### src/rtl/display_scan_if.sv
// Scan-bus interface between a multiplexed seven-segment driver and the
// receive-side decoder that turns the scan back into a six-digit frame.
interface display_scan_if;
  logic [5:0] an;
  logic [7:0] sseg;
  logic [3:0] hex0;
  logic [3:0] hex1;
  logic [3:0] hex2;
  logic [3:0] hex3;
  logic [3:0] hex4;
  logic [3:0] hex5;
  logic [5:0] dp;
  logic [5:0] blank;
  logic       frame_valid;
  logic       pattern_err;

  modport master (
    output an, sseg,
    input  hex0, hex1, hex2, hex3, hex4, hex5, dp, blank, frame_valid, pattern_err
  );

  modport slave (
    input  an, sseg,
    output hex0, hex1, hex2, hex3, hex4, hex5, dp, blank, frame_valid, pattern_err
  );
endinterface

### src/rtl/display_scan_decoder.sv
// Samples a six-digit multiplexed seven-segment scan, waits for each digit
// window to settle, decodes it and publishes complete frames atomically.
module display_scan_decoder #(
  parameter int unsigned SETTLE = 4
) (
  input  logic           clk,
  input  logic           rst_n,
  display_scan_if.slave  scan
);

  typedef enum logic [1:0] {S_IDLE, S_SETTLE, S_DONE} state_t;

  typedef struct packed {
    logic [3:0] value;
    logic       dp;
    logic       blank;
  } entry_t;

  typedef struct packed {
    logic       valid;
    logic [3:0] value;
    logic       blank;
  } decode_t;

  localparam logic [7:0] SETTLE_C    = 8'(SETTLE);
  localparam logic [7:0] SETTLE_LAST = SETTLE_C - 8'd1;

  // Active-low a..g codes; all-off is a legal blank digit reading as 0.
  function automatic decode_t decode_seg(input logic [6:0] seg);
    decode_t d;
    d = '{valid: 1'b1, value: 4'h0, blank: 1'b0};
    case (seg)
      7'h40: d.value = 4'h0;
      7'h79: d.value = 4'h1;
      7'h24: d.value = 4'h2;
      7'h30: d.value = 4'h3;
      7'h19: d.value = 4'h4;
      7'h12: d.value = 4'h5;
      7'h02: d.value = 4'h6;
      7'h78: d.value = 4'h7;
      7'h00: d.value = 4'h8;
      7'h10: d.value = 4'h9;
      7'h08: d.value = 4'hA;
      7'h03: d.value = 4'hB;
      7'h46: d.value = 4'hC;
      7'h21: d.value = 4'hD;
      7'h06: d.value = 4'hE;
      7'h0E: d.value = 4'hF;
      7'h7F: d.blank = 1'b1;
      default: d.valid = 1'b0;
    endcase
    return d;
  endfunction

  state_t            r_state;
  logic [13:0]       r_sample;
  logic [7:0]        r_cnt;
  logic [5:0]        r_seen;
  entry_t [5:0]      r_stage;
  entry_t [5:0]      r_pub;
  logic              r_frame_valid;
  logic              r_pattern_err;

  logic [13:0]       w_in;
  logic [5:0]        w_sel;
  logic              w_onehot;
  logic              w_changed;
  logic [2:0]        w_idx;
  decode_t           w_dec;
  entry_t            w_entry;
  logic [5:0]        w_seen_set;
  logic [5:0]        w_dp;
  logic [5:0]        w_blank;

  assign w_in       = {scan.an, scan.sseg};
  assign w_sel      = ~scan.an;
  assign w_onehot   = (w_sel != 6'd0) && ((w_sel & (w_sel - 6'd1)) == 6'd0);
  assign w_changed  = (w_in != r_sample);
  assign w_dec      = decode_seg(scan.sseg[6:0]);
  assign w_entry    = '{value: w_dec.value, dp: ~scan.sseg[7], blank: w_dec.blank};
  assign w_seen_set = r_seen | (6'b1 << w_idx);

  // NOTE: every variable assigned in always_comb gets a default first, so no latch is inferred.
  always_comb begin
    w_idx = 3'd0;
    for (int i = 0; i < 6; i++) begin
      if (w_sel[i]) w_idx = 3'(i);
    end
  end

  // NOTE: state uses non-blocking assignments so every register samples pre-edge values.
  always_ff @(posedge clk or negedge rst_n) begin
    if (!rst_n) begin
      r_state       <= S_IDLE;
      r_sample      <= '1;
      r_cnt         <= 8'd0;
      r_seen        <= 6'd0;
      // NOTE: the staging store is six small registers, so it is reset like any other state.
      r_stage       <= '0;
      r_pub         <= '0;
      r_frame_valid <= 1'b0;
      r_pattern_err <= 1'b0;
    end else begin
      r_sample      <= w_in;
      r_frame_valid <= 1'b0;
      r_pattern_err <= 1'b0;
      if (!w_onehot) begin
        r_state <= S_IDLE;
        r_cnt   <= 8'd0;
      end else if (w_changed || r_state == S_IDLE) begin
        r_state <= S_SETTLE;
        r_cnt   <= 8'd0;
      end else if (r_state == S_SETTLE) begin
        if (r_cnt == SETTLE_LAST) begin
          r_state <= S_DONE;
          r_cnt   <= SETTLE_C;
          if (w_dec.valid) begin
            r_stage[w_idx] <= w_entry;
            if (w_seen_set == 6'h3F) begin
              // Sixth digit publishes in the same edge, merging the fresh capture.
              for (int j = 0; j < 6; j++) begin
                r_pub[j] <= (3'(j) == w_idx) ? w_entry : r_stage[j];
              end
              r_seen        <= 6'd0;
              r_frame_valid <= 1'b1;
            end else begin
              r_seen <= w_seen_set;
            end
          end else begin
            r_seen[w_idx] <= 1'b0;
            r_pattern_err <= 1'b1;
          end
        end else begin
          r_cnt <= r_cnt + 8'd1;
        end
      end
    end
  end

  always_comb begin
    w_dp    = 6'd0;
    w_blank = 6'd0;
    for (int i = 0; i < 6; i++) begin
      w_dp[i]    = r_pub[i].dp;
      w_blank[i] = r_pub[i].blank;
    end
  end

  assign scan.hex0        = r_pub[0].value;
  assign scan.hex1        = r_pub[1].value;
  assign scan.hex2        = r_pub[2].value;
  assign scan.hex3        = r_pub[3].value;
  assign scan.hex4        = r_pub[4].value;
  assign scan.hex5        = r_pub[5].value;
  assign scan.dp          = w_dp;
  assign scan.blank       = w_blank;
  assign scan.frame_valid = r_frame_valid;
  assign scan.pattern_err = r_pattern_err;

endmodule

### src/flat_wrapper.sv
// flat-port wrapper written by rule: the top's interface ports become plain ports
module display_scan_decoder_flat 
#(
  parameter int unsigned SETTLE = 4
)
  (clk, rst_n, scan_an, scan_sseg, scan_hex0, scan_hex1, scan_hex2, scan_hex3, scan_hex4, scan_hex5, scan_dp, scan_blank, scan_frame_valid, scan_pattern_err);
  display_scan_if scan_i ();
  input  logic clk;
  input  logic rst_n;
  input wire logic [$bits(scan_i.an)-1:0] scan_an;
  input wire logic [$bits(scan_i.sseg)-1:0] scan_sseg;
  output wire logic [$bits(scan_i.hex0)-1:0] scan_hex0;
  output wire logic [$bits(scan_i.hex1)-1:0] scan_hex1;
  output wire logic [$bits(scan_i.hex2)-1:0] scan_hex2;
  output wire logic [$bits(scan_i.hex3)-1:0] scan_hex3;
  output wire logic [$bits(scan_i.hex4)-1:0] scan_hex4;
  output wire logic [$bits(scan_i.hex5)-1:0] scan_hex5;
  output wire logic [$bits(scan_i.dp)-1:0] scan_dp;
  output wire logic [$bits(scan_i.blank)-1:0] scan_blank;
  output wire logic [$bits(scan_i.frame_valid)-1:0] scan_frame_valid;
  output wire logic [$bits(scan_i.pattern_err)-1:0] scan_pattern_err;
  assign scan_i.an = scan_an;
  assign scan_i.sseg = scan_sseg;
  assign scan_hex0 = scan_i.hex0;
  assign scan_hex1 = scan_i.hex1;
  assign scan_hex2 = scan_i.hex2;
  assign scan_hex3 = scan_i.hex3;
  assign scan_hex4 = scan_i.hex4;
  assign scan_hex5 = scan_i.hex5;
  assign scan_dp = scan_i.dp;
  assign scan_blank = scan_i.blank;
  assign scan_frame_valid = scan_i.frame_valid;
  assign scan_pattern_err = scan_i.pattern_err;
  display_scan_decoder #(.SETTLE(SETTLE)) u_core (.clk(clk), .rst_n(rst_n), .scan(scan_i));
endmodule
### config.mk
export PLATFORM = sky130hd
export DESIGN_NAME = display_scan_decoder_flat
export DESIGN_NICKNAME = d
export VERILOG_FILES = /design/src/rtl/display_scan_if.sv /design/src/rtl/display_scan_decoder.sv /design/src/flat_wrapper.sv
export SDC_FILE = /design/constraint.sdc
export NUM_CORES = 1
export LEC_CHECK = 0
export ABC_AREA = 0
export ABC_CLOCK_PERIOD_IN_PS = 5350
export CORE_ASPECT_RATIO = 1.2
export CORE_MARGIN = 8
export CORE_UTILIZATION = 31
export DETAILED_ROUTE_END_ITERATION = 6
export GPL_TIMING_DRIVEN = 0
export PLACE_DENSITY = 0.47
export SETUP_SLACK_MARGIN = 0.2
export SLEW_MARGIN = 10
export SYNTH_ARGS = -nofsm -noshare
export SYNTH_HDL_FRONTEND = slang
export SYNTH_SLANG_ARGS = --single-unit
### constraint.sdc
create_clock -name clk -period 5.35 [get_ports clk]
set_clock_uncertainty 0.2 [all_clocks]
set_input_delay 0.8025 -clock clk [delete_from_list [all_inputs] [get_ports clk]]
set_output_delay 0.8025 -clock clk [all_outputs]
set_load 0.01 [all_outputs]
# Word-level counts from Yosys, hierarchy flattened
# Index checks and enable logic that the tools add are counted.
# totals
elab_cells	134
reg_bits	104
# op_classes
n_addsub	2
magnitude_cmp	2
n_eq_ne	27
shift	1
mux	40
bitwise_logic	7
reduce_logical	13
# ops
op	count
$pmux W4 S15	1
$mux W6	9
$bwmux W36	1
$eq A7 B7 Y1 const B	5
$mux W8	4
$eq A7 B5 Y1 const B	3
$eq A7 B6 Y1 const B	3
$demux W6 S3	1
$reduce_or A17 Y1	1
$mux W1	15
$eq A7 B2 Y1 const B	2
$eq A7 B4 Y1 const B	2
$ne A14 B14 Y1	1
$and A6 B6 Y6	2
$mux W2	6
$not A6 Y6	2
$add A8 B1 Y8 const B	1
$eq A8 B2 Y1 const B	1
$eq A7 B3 Y1 const B	1
$logic_not A7 Y1	1
$eq A2 B3 Y1 const A	2
$eq A3 B3 Y1 const A	2
$eq A6 B6 Y1 const B	1
$logic_not A6 Y1	1
other kinds (20)	24

# Logic depth before layout (Yosys ltp)
# Gate-level depths: netlist of the first run.
# depth
word_depth	15
ltp_mapped	9
mapped_depth_nobuf	6

# Worst setup path before layout of the first run
# Ideal clock, no wire load.
# synth_timing
path_kind	input-to-reg
start	in scan_sseg[3]
end	reg u_core.r_pub, in the netlist u_core.scan.hex0[0]
arrival_time_ps	3146
n_path_buf	3
path_stages	9
required_ps	5022
slack_ps	1877
cell_sequence	clkbuf_1 > or3b_1 > a2111oi_0 > a2111oi_0 > and3_1 > buf_2 > nor4_4 > buf_6 > mux2_1
# synth_between
elab_chain_cells	4
# synth_rtl
element	line	text
start: declaration	flat_wrapper.sv:11	input wire logic [$bits(scan_i.sseg)-1:0] scan_sseg;
$eq A7 B7 Y1, or another cell as far along	display_scan_decoder.sv:32	case (seg)
$reduce_or A17 Y1 (no line) / $logic_or A1 B1 Y1 (equally long branches)	n/a	
$mux W1 / $not A1 Y1 (equally long branches)	n/a	
$reduce_and A6 Y1 (no line)	n/a	
end signal: indexed assignment	display_scan_decoder.sv:122	r_pub[j] <= (3'(j) == w_idx) ? w_entry : r_stage[j];
end: declaration	display_scan_decoder.sv:60	entry_t [5:0] r_pub;
# Several ways; a longest one is shown, not always the timed one.
# A chain may end at the register's enable or synchronous reset.

# Worst setup path after layout of the first run
# layout_timing
start	in scan_sseg[1]
end	reg u_core.r_pub, in the netlist u_core.scan.hex1[1]
# The elaborated chain is that of the path after synthesis.

==> results of run 1 <==
## cell type report
type | count | area (um^2)
clock buffers | 10 | 229
inverters | 9 | 33.8
well taps | 212 | 265
flip-flops and latches | 104 | 2620
repair buffers | 55 | 567
fillers | 1575 | 9820
plain buffers | 30 | 145
clock inverters | 6 | 115
multi-input cells | 311 | 2220
## critical path: cells and delay by family
family / cells / cell delay (ps)
and+or+nand+nor: 3 / 1430
buffers and inverters: 4 / 1240
AOI/OAI and AO/OA: 2 / 510
muxes: 1 / 350
## state kept, by name (all words and copies together) (netlist names), 2 cells and up
signal and cells:
u_core.r_stage 36, u_core.r_sample 14, u_core.r_cnt 8, u_core.r_seen 6, u_core.scan.blank 6, u_core.scan.dp 6, u_core.scan.hex0 4, u_core.scan.hex1 4
u_core.scan.hex2 4, u_core.scan.hex3 4, u_core.scan.hex4 4, u_core.scan.hex5 4, u_core.r_state 2
## per-layer routing
layer / up-vias / part of all wire [%]
li1: 1733 / -
met1: 1766 / 45
met2: 67 / 48
met3: 20 / 3.6
met4: 0 / 3.4
met5: - / 0
## layout by cell type, fill, tap and decap left out, types with 5 or more instances in the layout
cell | Yosys | final
nand3_1 | 5 | 5
dfstp_2 | 14 | 14
xor2_1 | 19 | 19
mux2i_1 | 14 | 14
nand3b_1 | 9 | 9
a21oi_1 | 12 | 12
dfrtp_1 | 90 | 90
buf_2 | 5 | 5
clkbuf_1 | 21 | 22
clkbuf_16 | 0 | 9
clkdlybuf4s50_1 | 0 | 52
nor4_1 | 5 | 5
nand2_1 | 50 | 50
mux2_1 | 35 | 35
nor3_1 | 11 | 11
o21ai_0 | 43 | 43
mux2_2 | 28 | 28
inv_1 | 9 | 9
nor2_1 | 20 | 20
## metrics by stage
| stage | util (%) | instance area (um^2) | setup slack [ps] | TNS [ps] |
|---|---|---|---|---|
| 5_1_grt | 38.7 | 6190 | 814 | 0 |
| 2_1_floorplan | - | 5010 | 1880 | 0 |
| 3_5_place_dp | 36.5 | 5850 | 677 | 0 |
| 6_report | 38.7 | 6190 | 1050 | 0 |
| 3_3_place_gp | 36.2 | 5800 | -865 | -77680 |
| 4_1_cts | 38.7 | 6190 | 1040 | 0 |
## worst max-delay path by stage
stage                       from                               end  cells after the start
floorplan           scan_sseg[3]   u_core.scan.hex0[0]$_DFFE_PN0P_                      9
global placement           rst_n  u_core.scan.blank[4]$_DFFE_PN0P_                      1
detailed placement  scan_sseg[3]   u_core.scan.hex1[1]$_DFFE_PN0P_                     10
CTS                 scan_sseg[3]   u_core.scan.hex1[1]$_DFFE_PN0P_                     10
global route        scan_sseg[3]   u_core.scan.hex3[0]$_DFFE_PN0P_                     10
finish              scan_sseg[1]   u_core.scan.hex1[1]$_DFFE_PN0P_                     10
## logic make-up (layout without fill, tap and decap cells)
kind of cell               count (synthesis)  count (layout)  share of synthesized area, %
and+or+nand+nor                          135             135                          14.0
DFF                                      104             104                          52.3
muxes                                     77              77                          17.0
AOI/OAI and AO/OA                         74              74                          8.62
buffers and inverters                     39             110                          3.57
xor gates and xnor gates                  23              23                          4.02
adders and majority gates                  2               2                         0.450
## power groups by stage
stage	Clock [mW]	Sequential, mW	Combinational (mW)
4_1_cts	0.788	0.798	0.107
5_1_grt	0.811	0.799	0.118
3_5_place_dp	0	0.813	0.107
6_report	0.762	0.798	0.105
2_1_floorplan	0	0.813	0.0505
3_3_place_gp	0	0.814	0.102
==> reports/summary.txt, run 1 <==
Worst hold margin: 175 ps
Slowest cell on crit path: nor4_4
Hold Buf Count CTS: 0
Largest net degree at the start of global routing: 56
PostCTS Resize Cnt: 0
Final hold violation count: 0
CP Capture Type: flip-flop
Die span in x: 132 um
Critical path cell sequence: clkdlybuf4s50_1 -> buf_4 -> or3b_1 -> a2111oi_0 -> a2111oi_0 -> and3_1 -> buf_2 -> nor4_4 -> buf_6 -> mux2_1
Area contributors post-synth: dfrtp_1 (45%), mux2_1 (7.9%), dfstp_2 (7.3%), mux2_2 (6.3%), o21ai_0 (4.3%)
Post-Synthesis Cells: 454
Iter 0 DRT Violations: 125
GR Util All Layers: 12.9%
Worst-Skew Late Latency: 350 ps
Sequential-to-total area share from yosys stat: 52.3%
First-pass GRT wire length: 20,800 um
CTS tree: built
Status: finished clean
Root Buffer: clkbuf_16
Avg WL per Cell: 17.2 um
Grt met2 use: 21.4%
Worst Path Arrival: 4330 ps
Crit-path max cell delay: 820 ps
CP Max Fanout: 10
Synth unique cells: 46
Met1 GRT Util: 15.5%
Worst path required time: 5390 ps
Final worst-path cycle share: 80.3%
Total inserted antenna cells: 0
Total CTS buffers: 9
Clock transition at path regs: 70 ps
Row cnt: 51
Post-Layout Cell Count: 737
Detailed Routing Iterations Pass 1: 6
Ys Warns: 0
Number of global-route vias before repair: 3,830
Syn Area/Cell: 11.0 um^2
Vias: 3,586
Main synth FF type: dfrtp_1
Asr flop ratio synth: 100%
Area grow syn2layout: 23.7%
Slew headroom: 38.8%
Routed Antenna Nets: 0
Num ports: 54
H-tree levels: 3
Sequential share of power: 48.0%
Sw Share: 22.4%
Placed Instances: 721
Area leader, netlist: dfrtp_1
Global route total overflow: 0
GP Congestion: 0.773
Die H: 155 um
Routed wire length: 12,700 um
CP Class: in -> reg
Psw: 0.373 mW
Max-cap violations: 0
Internal: 1.29 mW
Mapped Area: 5010 um^2
Die ar.: 20,500 um^2
Initial antenna violation count: 0
Yosys reg bits: 104
Most frequent cell after synthesis: dfrtp_1
Worst R2R Start: u_core.r_sample[7]$_DFF_PN1_
Fmax: 0.233 GHz
Vias per cell: 4.87
Number of setup buffers added after CTS: 0
FF-to-FF setup slack: 1970 ps
DP Wirelength: 8980 um
Crit path top cell by count: a2111oi_0
Final setup fails: 0
Logic gate share of total power: 6.3%
Hold crit path type: in -> async
Pleak: 2.82 nW
Core footprint: 16,000 um^2
Sink Count: 104
CP Launch Type: primary input
Min Tclk post-route: 4300 ps
Global Route met3 Usage: 2.81%
RSZ-0062 raised after global routing: no
Reg2Reg Depth: 8
RR Endpoint: u_core.scan.hex1[1]$_DFFE_PN0P_
Initial Util: 31.3%
PortBufs: 53
Worst-Margin Slew: 912 ps
Synth top area share: 45.0%
Nets: 537
Syn nets: 471
Clk buf depth: 2
Pins Over Slew Limit: 0
Power per standard cell area: 269 nW/um^2
Part of the power in the clock network: 45.8%
Most instantiated cells after synthesis: dfrtp_1 (90), nand2_1 (50), o21ai_0 (43), mux2_1 (35), mux2_2 (28)
Most Crowded Layer GR: met2
Residual DRC: 0
Worst VDD drop: 0.000136 V
Total Power: 1.66 mW
Number of flops mapped to enable cells by yosys: 0
Share of post-route cells with drive strength above 1: 14.7%
(Power assumes the default switching activity.)
==> run 2: changes to the inputs <==
--- a/config.mk
+++ b/config.mk
@@ -6,13 +6,13 @@
 export NUM_CORES = 1
 export LEC_CHECK = 0
 export ABC_AREA = 0
-export ABC_CLOCK_PERIOD_IN_PS = 5350
+export ABC_CLOCK_PERIOD_IN_PS = 3780
 export CORE_ASPECT_RATIO = 1.2
 export CORE_MARGIN = 8
 export CORE_UTILIZATION = 31
 export DETAILED_ROUTE_END_ITERATION = 6
 export GPL_TIMING_DRIVEN = 0
-export PLACE_DENSITY = 0.47
+export PLACE_DENSITY = 0.49
 export SETUP_SLACK_MARGIN = 0.2
 export SLEW_MARGIN = 10
 export SYNTH_ARGS = -nofsm -noshare
==> constraint.sdc (replaced) <==
create_clock -name clk -period 3.78 [get_ports clk]
set_clock_uncertainty 0.2 [all_clocks]
set_input_delay 0.567 -clock clk [delete_from_list [all_inputs] [get_ports clk]]
set_output_delay 0.567 -clock clk [all_outputs]
set_load 0.01 [all_outputs]
==> run 2 against run 1 <==
Final cell count rose by 0.81%. Highest routed layer unchanged. Die area did not move. Non-clock buffer count rose by 6. Largest cell class unchanged. First-iteration DRC count rose by 75%. Via count rose by 0.81%. Register-to-register slack got worse by 1200 ps. Sequential share of layout area fell by 0.40 points. Flip-flop and latch count did not move. Sequential power rose by 42%. Worst hold slack improved by 45 ps. Worst setup slack got worse by 730 ps. Total power rose by 35%.
==> reports/summary.txt, run 2 (synthesis gave the netlist of run 1 again) <==
GP Congestion: 0.773 (about the same)
H-tree levels: 3 (unchanged)
Die ar.: 20,500 um^2 (unchanged)
GR Util All Layers: 12.9% (-0.090 points)
Vias per cell: 4.87 (about the same)
CP Depth: 10 (unchanged)
Crit-path max cell delay: 510 ps (-310 ps)
Hold crit path type: in -> reg
Reg2Reg Depth: 5 (-3)
Post-Layout Cell Count: 743 (+0.81%)
Area grow syn2layout: 24.9%
Worst path required time: 3830 ps (-1560 ps)
Final worst-path cycle share: 91.5%
Die span in x: 132 um (unchanged)
Grt met2 use: 20.4% (-1.0 points)
Final hold violation count: 0 (unchanged)
Most frequent cells in the layout: dfrtp_1 (90), clkdlybuf4s50_1 (51), nand2_1 (50)
Initial Util: 31.3% (unchanged)
Vias: 3,615 (+0.81%)
Most Crowded Layer GR: met2
Power per standard cell area: 361 nW/um^2 (+34%)
First-pass GRT wire length: 20,500 um (-1.1%)
RSZ-0062 raised after global routing: yes
Hold path depth: 1
Avg WL per Cell: 17.0 um (-1.1%)
Final setup fails: 0 (unchanged)
CTS tree: built
Slew headroom: 50.5% (+12 points)
Fin util: 39.0% (+0.37 points)
Slowest cell on crit path: or4_1
Initial antenna violation count: 0 (unchanged)
Crit path top cell by count: buf_2
Sink Count: 104 (unchanged)
Most common library cell in the layout ignoring fill and taps: dfrtp_1
Routed Antenna Nets: 0 (unchanged)
Post-route setup TNS: 0 ps (unchanged)
Worst VDD drop: 0.000171 V (+26%)
Clk buf depth: 2 (unchanged)
Iter 0 DRT Violations: 219 (+75%)
Post-route cell area: 6250 um^2 (+0.95%)
CP Launch Type: primary input
Worst-Skew Late Latency: 360 ps (about the same)
Num ports: 54 (unchanged)
Min Tclk post-route: 3460 ps
Detailed Routing Iterations Pass 1: 4 (-2)
Total CTS buffers: 9 (unchanged)
Hold Path Origin: scan_sseg[1]
CP Class: in -> reg
Row cnt: 51 (unchanged)
Post-DP Area: 5850 um^2 (about the same)
Met1 GRT Util: 16.1% (+0.59 points)
CP Buf/Inv Count: 4 (unchanged)
Number of global-route vias before repair: 3,732 (-2.6%)
Worst R2R Start: u_core.r_cnt[2]$_DFFE_PN0P_
Global Route met3 Usage: 2.74% (-0.065 points)
Largest net degree at the start of global routing: 81 (+45%)
DP Wirelength: 8820 um (-1.8%)
Pins Over Slew Limit: 0 (unchanged)
Share of post-route cells with drive strength above 1: 17.9% (+3.2 points)
Global route total overflow: 0 (unchanged)
Critical path cell sequence: clkdlybuf4s50_1 -> buf_2 -> or3b_1 -> a2111oi_4 -> a2111oi_1 -> and3_1 -> buf_2 -> or4_1 -> buf_2 -> mux2_1
Largest regs: u_core.r_stage: 36 flops, u_core.r_sample: 14 flops, u_core.r_cnt: 8 flops
Status: finished clean
PortBufs: 53 (unchanged)
Worst Path Arrival: 3510 ps (-820 ps)
Root Buffer: clkbuf_16
Placed Instances: 721 (unchanged)
Die H: 155 um (unchanged)
CP Capture Type: flip-flop
Crit path max-delay family: simple AND/OR/NAND/NOR gates
Nets: 543 (+1.1%)
Biggest register: u_core.r_stage
Max-cap violations: 0 (unchanged)
Pleak: 2.86 nW (+1.3%)
Clock transition at path regs: 80 ps (about the same)
Core footprint: 16,000 um^2 (unchanged)
Residual DRC: 0 (unchanged)
Max FFs per register: 36 (unchanged)
Worst Setup SP: scan_sseg[3]
Fmax: 0.289 GHz
CP Max Fanout: 10 (unchanged)
Total inserted antenna cells: 0 (unchanged)
Routed wire length: 12,600 um (-0.31%)
Worst-Margin Slew: 742 ps (-170 ps)
-- run 2: final cells by class --
class                   count  area (um^2)
well taps                 212          265
clock buffers               9          225
flip-flops and latches    104         2620
plain buffers              30          155
multi-input cells         311         2260
fillers                  1595         9760
clock inverters             7         78.8
inverters                   9         33.8
repair buffers             61          614
-- run 2: worst paths after layout --
kind	endpoint	slack [ps]
worst max register to register	u_core.r_stage[4]$_DFFE_PN0P_	790
max in group asynchronous	u_core.r_sample[9]$_DFF_PN1_	2240
worst min register to register	u_core.scan.hex5[2]$_DFFE_PN0P_	290
worst min-delay path	u_core.r_sample[1]$_DFF_PN1_	220
worst max-delay path	u_core.r_stage[29]$_DFFE_PN0P_	320
min in group asynchronous	u_core.scan.hex2[2]$_DFFE_PN0P_	430
-- run 2: layer usage --
metal  wire (um)  vias to the layer above  share of wire [%]
met5           0                        -                  0
met4         397                        0                3.1
met3         417                       18                3.3
met2        5960                       61                 47
met1        5870                     1791                 46
li1            -                     1745                  -
-- run 2: repair_timing --
| action | in CTS | in global routing |
|---|---|---|
| pin swaps | 1 | 1 |
| hold endpoints to repair | 15 | 0 |
| hold buffers | 1 | 0 |
| setup endpoints to repair | 57 | 58 |
| buffers inserted | 5 | 0 |
| resized for setup | 3 | 21 |
| gates cloned | 0 | 0 |
-- run 2: through the flow --
stage | hold slack [ps] | power [mW] | worst slack (ps)
finish | 220 | 2.26 | 322
floorplan | 71.4 | 1.22 | 542
detailed placement | 245 | 1.30 | -725
global placement | 274 | 1.29 | -2110
global route | 220 | 2.35 | 170
CTS | 294 | 2.29 | 203
-- run 2: worst reg2reg max path, cell delays in order, from the launching register on --
cell      delay, ps
dfrtp_1         420
nor4_1          370
nand4_1         410
nor3_1          670
nand3b_1        420
mux2_2          390
-- run 2: report_power, final --
group          internal [mW]  leakage, nW  switching (mW)
clock network          0.521        0.144           0.452
registers               1.13         1.37         0.00363
logic                 0.0536         1.34          0.0994
total                   1.70         2.86           0.555
